File: src/rtl/khazad_cbc_ctrl_if.sv
// Streaming block interface between the AXI-side buffers and the KHAZAD sequencer.
// The master feeds input blocks and consumes results; the slave is the sequencer.
interface khazad_cbc_ctrl_if;
    logic        in_valid;
    logic        in_ready;
    logic [63:0] in_data;
    logic        in_last;
    logic        out_valid;
    logic        out_ready;
    logic [63:0] out_data;
    logic        out_last;

    modport master (
        output in_valid, in_data, in_last, out_ready,
        input  in_ready, out_valid, out_data, out_last
    );

    modport slave (
        input  in_valid, in_data, in_last, out_ready,
        output in_ready, out_valid, out_data, out_last
    );
endinterface

File: src/rtl/khazad_cbc_ctrl.sv
// Sequencer driving one KHAZAD core with ECB/CBC chaining in both directions.
// Holds key, IV and chaining value; captures the core result after last_round.
module khazad_cbc_ctrl #(
    parameter int TIMEOUT_CYCLES = 64,
    parameter int TO_W           = 7
) (
    input  logic                 CLK,
    input  logic                 RST,
    input  logic                 cfg_load,
    input  logic [127:0]         cfg_key,
    input  logic [63:0]          cfg_iv,
    input  logic                 cfg_enc,
    input  logic                 cfg_cbc,
    output logic                 cfg_reject,
    khazad_cbc_ctrl_if.slave     strm,
    output logic                 busy,
    output logic                 timeout,
    output logic [63:0]          core_data_in,
    output logic [127:0]         core_key,
    output logic                 core_enc,
    output logic                 core_start,
    output logic                 core_only_data,
    input  logic [63:0]          core_data_out,
    input  logic                 core_last_round
);

    typedef enum logic [2:0] {
        ST_IDLE,
        ST_START,
        ST_WAIT,
        ST_CAPTURE,
        ST_OUTPUT
    } state_t;

    state_t         state_reg;
    logic [127:0]   key_reg;
    logic [63:0]    iv_reg;
    logic [63:0]    chain_reg;
    logic           enc_reg;
    logic           cbc_reg;
    logic           key_fresh_reg;
    logic [63:0]    in_reg;
    logic           last_reg;
    logic [TO_W-1:0] wd_reg;

    // A cfg_load coinciding with an accepted block must already govern that block.
    logic [127:0]   eff_key;
    logic [63:0]    eff_chain;
    logic           eff_enc;
    logic           eff_cbc;
    logic           eff_fresh;
    logic [63:0]    result;
    logic           in_ready_int;

    always_comb begin
        eff_key   = cfg_load ? cfg_key : key_reg;
        eff_chain = cfg_load ? cfg_iv  : chain_reg;
        eff_enc   = cfg_load ? cfg_enc : enc_reg;
        eff_cbc   = cfg_load ? cfg_cbc : cbc_reg;
        eff_fresh = cfg_load ? 1'b1    : key_fresh_reg;
        result    = (cbc_reg && !enc_reg) ? (core_data_out ^ chain_reg) : core_data_out;
    end

    assign in_ready_int  = (state_reg == ST_IDLE) && !strm.out_valid;
    assign strm.in_ready = in_ready_int;
    assign busy          = (state_reg != ST_IDLE);

    always_ff @(posedge CLK or negedge RST) begin
        if (!RST) begin
            state_reg      <= ST_IDLE;
            key_reg        <= '0;
            iv_reg         <= '0;
            chain_reg      <= '0;
            enc_reg        <= 1'b1;
            cbc_reg        <= 1'b0;
            key_fresh_reg  <= 1'b1;
            in_reg         <= '0;
            last_reg       <= 1'b0;
            wd_reg         <= '0;
            cfg_reject     <= 1'b0;
            timeout        <= 1'b0;
            strm.out_valid <= 1'b0;
            strm.out_data  <= '0;
            strm.out_last  <= 1'b0;
            core_data_in   <= '0;
            core_key       <= '0;
            core_enc       <= 1'b0;
            core_start     <= 1'b0;
            core_only_data <= 1'b0;
        end else begin
            cfg_reject <= cfg_load && (state_reg != ST_IDLE);
            case (state_reg)
                ST_IDLE: begin
                    if (cfg_load) begin
                        key_reg       <= cfg_key;
                        iv_reg        <= cfg_iv;
                        chain_reg     <= cfg_iv;
                        enc_reg       <= cfg_enc;
                        cbc_reg       <= cfg_cbc;
                        key_fresh_reg <= 1'b1;
                        timeout       <= 1'b0;
                    end
                    if (strm.in_valid && in_ready_int) begin
                        in_reg         <= strm.in_data;
                        last_reg       <= strm.in_last;
                        core_start     <= 1'b1;
                        core_only_data <= !eff_fresh;
                        core_enc       <= eff_enc;
                        core_key       <= eff_key;
                        core_data_in   <= (eff_cbc && eff_enc) ? (strm.in_data ^ eff_chain)
                                                               : strm.in_data;
                        state_reg      <= ST_START;
                    end
                end
                ST_START: begin
                    core_start    <= 1'b0;
                    key_fresh_reg <= 1'b0;
                    wd_reg        <= '0;
                    state_reg     <= ST_WAIT;
                end
                ST_WAIT: begin
                    if (core_last_round) begin
                        state_reg <= ST_CAPTURE;
                    end else if (wd_reg == TO_W'(TIMEOUT_CYCLES - 1)) begin
                        timeout   <= 1'b1;
                        state_reg <= ST_IDLE;
                    end else begin
                        wd_reg <= wd_reg + 1'b1;
                    end
                end
                ST_CAPTURE: begin
                    strm.out_data  <= result;
                    strm.out_last  <= last_reg;
                    strm.out_valid <= 1'b1;
                    // End of message rewinds the chain so the next message restarts from the IV.
                    if (last_reg)
                        chain_reg <= iv_reg;
                    else if (cbc_reg)
                        chain_reg <= enc_reg ? core_data_out : in_reg;
                    state_reg <= ST_OUTPUT;
                end
                ST_OUTPUT: begin
                    if (strm.out_ready) begin
                        strm.out_valid <= 1'b0;
                        state_reg      <= ST_IDLE;
                    end
                end
                default: state_reg <= ST_IDLE;
            endcase
        end
    end

endmodule

File: src/flat_wrapper.sv
// flat-port wrapper written by rule: the top's interface ports become plain ports
module khazad_cbc_ctrl_flat 
#(
    parameter int TIMEOUT_CYCLES = 64,
    parameter int TO_W           = 7
)
  (CLK, RST, cfg_load, cfg_key, cfg_iv, cfg_enc, cfg_cbc, cfg_reject, busy, timeout, core_data_in, core_key, core_enc, core_start, core_only_data, core_data_out, core_last_round, strm_in_valid, strm_in_data, strm_in_last, strm_out_ready, strm_in_ready, strm_out_valid, strm_out_data, strm_out_last);
  khazad_cbc_ctrl_if strm_i ();
  input  logic CLK;
  input  logic RST;
  input  logic cfg_load;
  input  logic [127:0] cfg_key;
  input  logic [63:0] cfg_iv;
  input  logic cfg_enc;
  input  logic cfg_cbc;
  output logic cfg_reject;
  output logic busy;
  output logic timeout;
  output logic [63:0] core_data_in;
  output logic [127:0] core_key;
  output logic core_enc;
  output logic core_start;
  output logic core_only_data;
  input  logic [63:0] core_data_out;
  input  logic core_last_round;
  input wire logic [$bits(strm_i.in_valid)-1:0] strm_in_valid;
  input wire logic [$bits(strm_i.in_data)-1:0] strm_in_data;
  input wire logic [$bits(strm_i.in_last)-1:0] strm_in_last;
  input wire logic [$bits(strm_i.out_ready)-1:0] strm_out_ready;
  output wire logic [$bits(strm_i.in_ready)-1:0] strm_in_ready;
  output wire logic [$bits(strm_i.out_valid)-1:0] strm_out_valid;
  output wire logic [$bits(strm_i.out_data)-1:0] strm_out_data;
  output wire logic [$bits(strm_i.out_last)-1:0] strm_out_last;
  assign strm_i.in_valid = strm_in_valid;
  assign strm_i.in_data = strm_in_data;
  assign strm_i.in_last = strm_in_last;
  assign strm_i.out_ready = strm_out_ready;
  assign strm_in_ready = strm_i.in_ready;
  assign strm_out_valid = strm_i.out_valid;
  assign strm_out_data = strm_i.out_data;
  assign strm_out_last = strm_i.out_last;
  khazad_cbc_ctrl #(.TIMEOUT_CYCLES(TIMEOUT_CYCLES), .TO_W(TO_W)) u_core (.CLK(CLK), .RST(RST), .cfg_load(cfg_load), .cfg_key(cfg_key), .cfg_iv(cfg_iv), .cfg_enc(cfg_enc), .cfg_cbc(cfg_cbc), .cfg_reject(cfg_reject), .strm(strm_i), .busy(busy), .timeout(timeout), .core_data_in(core_data_in), .core_key(core_key), .core_enc(core_enc), .core_start(core_start), .core_only_data(core_only_data), .core_data_out(core_data_out), .core_last_round(core_last_round));
endmodule
File: config.mk
export PLATFORM = sky130hd
export DESIGN_NAME = khazad_cbc_ctrl_flat
export DESIGN_NICKNAME = d
export VERILOG_FILES = /design/src/rtl/khazad_cbc_ctrl_if.sv /design/src/rtl/khazad_cbc_ctrl.sv /design/src/flat_wrapper.sv
export SDC_FILE = /design/constraint.sdc
export NUM_CORES = 1
export LEC_CHECK = 0
export BUFFER_PORTS_ARGS = -buffer_cell sky130_fd_sc_hd__buf_2
export CORE_MARGIN = 5
export CORE_UTILIZATION = 44
export CTS_CLUSTER_SIZE = 30
export DETAILED_ROUTE_END_ITERATION = 10
export PLACE_DENSITY = 0.67
export SLEW_MARGIN = 20
export SYNTH_ARGS = -nofsm -noshare
export SYNTH_HDL_FRONTEND = slang
export SYNTH_SLANG_ARGS = --single-unit
export TNS_END_PERCENT = 1
File: constraint.sdc
create_clock -name CLK -period 5.2 [get_ports CLK]
set_input_delay 0.26 -clock CLK [delete_from_list [all_inputs] [get_ports CLK]]
set_output_delay 0.26 -clock CLK [all_outputs]
set_load 0.01 [all_outputs]
==> metrics.yaml <==
outcome: "complete, no violations"
mostFrequentLayoutCell: "dfrtp_1"
synth_top_family_by_area: "multiplexers"
cap_violations: 0
rows: 91
crit_required_ns: 5.65
end_kind: "flip-flop"
grt_max_degree: 228
coreArea_mm2: 0.06183
ctsResizeCount: 0
cp-start-kind: "flip-flop"
arrival_ns: 3.36
grt_pass1_vias: 24130
grtUsageTotal_pct: 24.71
synthSimpleGateAreaFrac_pct: 9.387
route.vias.total: 22850
dieArea_mm2: 0.06766
path_clk_slew_ns: 0.06
synthAdderAreaFrac_pct: 0.04546
synthCells: 2532
peakVddDrop_mv: 0.3833
mostFrequentLayoutCells: "dfrtp_1 (594), buf_2 (591), nand2_1 (456)"
dp_slack_ns: 2.299
die_height_um: 260.1
setup_slack_ns: 2.290
power.leakage_uw: 0.01655
drt_pass1_iterations: 5
slew_headroom_pct: 26.40
cts_buffers: 66
worst_slew_pin_slew_ns: 1.104
crit_fanout: 49
synth_edf_count: 0
fin_nets: 3657
critPathKind: "reg2reg"
clk_latency_ns: 0.59
syn2layout_area_growth_pct: 30.89
ys_async_sr_fraction_pct: 100.0
numPortBuffers: 593
post-cts-setup-buffers: 0
dr.first_iter.drc_count: 1710
ys_seq_area_share_pct: 54.28
rsz0062_at_grt: "no"
clk_path_buf_depth: 3
slew_violations: 0
synth.ff_latch_count: 597
wl_met3_um: 5543
root_buffer: "clkbuf_16"
cts_hold_buf: 305
routed-wl-met2_um: 42540
synth_compound_area_share_pct: 13.12
ios: 594
wl_met1_um: 34840
grt_pass1_wl_um: 134100
dpl-instance-area_mm2: 0.03079
synthMuxAreaShare_pct: 15.00
cts_sinks: 597
yosysWarningCount: 0
cellPowerDensity_mw_per_mm2: 575.0
cts_htree_levels: 3
synth_xor_area_share_pct: 4.073
finalCoreUtilization_pct: 58.27
synth_area_mm2: 0.02753
antenna_found_initial: 21
reg2reg_setup_slack_ns: 2.29
skew_ns: 0.01798
fill_cells: 5059
synth.distinct_cells: 44
routabilityCongestion: 0.8276
dpl.hpwl_um: 55320
ant_nets: 0
drc: 0
stdcell_area_mm2: 0.03603
layout-drive-gt1-share_pct: 24.03
final.setup.tns_ns: 0
dominantRegCellSynth: "dfrtp_1"
synth_fp_nets: 2862
wl_per_cell_um: 20.54
top_layer: "met5"
hold_class: "in2reg"
fp.dieW_um: 260.1
setup_viol: 0
viasPerCell: 5.406
fin_crit_ns: 2.910
cts_tree: "yes"
finalHoldViolCount: 0
wl_um: 86790
max_freq_mhz: 343.6
fin_crit_sh_pct: 55.97
start_util_pct: 44.52
overflow: 0
synth_area_per_cell_um2: 10.87
[per-layer routing]
layer  up-vias  GRT usage, %
li1      10380             -
met1     11310         30.67
met2       879         41.50
met3       266         4.961
met4        10         11.96
met5         -             0
[critical path: stages, from the launching register on]
cell and delay [ns]:
dfrtp_1 0.53, or3_4 0.50, nor2_8 0.11, buf_4 0.59, buf_4 0.57, mux2_1 0.40
[cell type report]
cell class | count | area, um2 | share of cell area, %
multi-input combinational | 1737 | 11510 | 31.94
timing repair buffer | 921 | 6330 | 17.57
clock buffer | 93 | 1864 | 5.175
inverter | 4 | 15.01 | 0.04168
tap | 837 | 1047 | 2.907
sequential | 597 | 14950 | 41.49
clock inverter | 19 | 267.8 | 0.7432
antenna | 18 | 45.04 | 0.1250
[worst paths after layout]
check	cells past startpoint	start	endpoint
min in group asynchronous	2	RST	u_core.core_key[105]
max in group asynchronous	3	RST	u_core.chain_reg[44]
min reg2reg	2	u_core.in_reg[39]	u_core.in_reg[39]
max reg2reg	5	u_core.state_reg[2]	u_core.key_reg[45]
min	3	core_data_out[2]	u_core.strm.out_data[2]
max	5	u_core.state_reg[2]	u_core.key_reg[45]
[cells by family (layout without fill, tap and decap cells)]
logic type,count (synthesis),in the layout
simple gates,616,616
compound gates,604,604
flops,597,597
mux,388,388
buf+inv,198,1037
xor+xnor,128,128
fa+ha+maj,1,1
other cells,0,18
[power by group]
group | switching (uW) | internal, uW | total (uW)
Sequential | 1500 | 6900 | 8400
Combinational | 4330 | 3310 | 7640
Clock | 1920 | 2760 | 4680
[through the flow]
stage / power [uW] / instances / hold WS, ns
2_1_floorplan: 13140 / 2532 / -0.03559
3_3_place_gp: 15420 / 3791 / 0.2657
3_5_place_dp: 15830 / 3791 / 0.2703
4_1_cts: 20780 / 4208 / 0.00001438
6_report: 20710 / 4226 / 0.02819
5_1_grt: 22030 / 4220 / 0.007428
[Yosys cell counts (all sizes together) (64+ instances only)]
master	count	area share (%)
mux2i	193	7.0
o221ai	64	2.0
a211oi	64	1.7
dfrtp	595	54
nor2	73	1.1
clkbuf	75	1.0
mux2	195	8.0
buf	119	3.0
nand2	457	6.2
o21ai	263	4.8
a21oi	139	2.5
xor2	64	2.0
o21a	66	1.8
nor2b	66	1.5
xnor2	64	2.0
(Power assumes the default switching activity.)
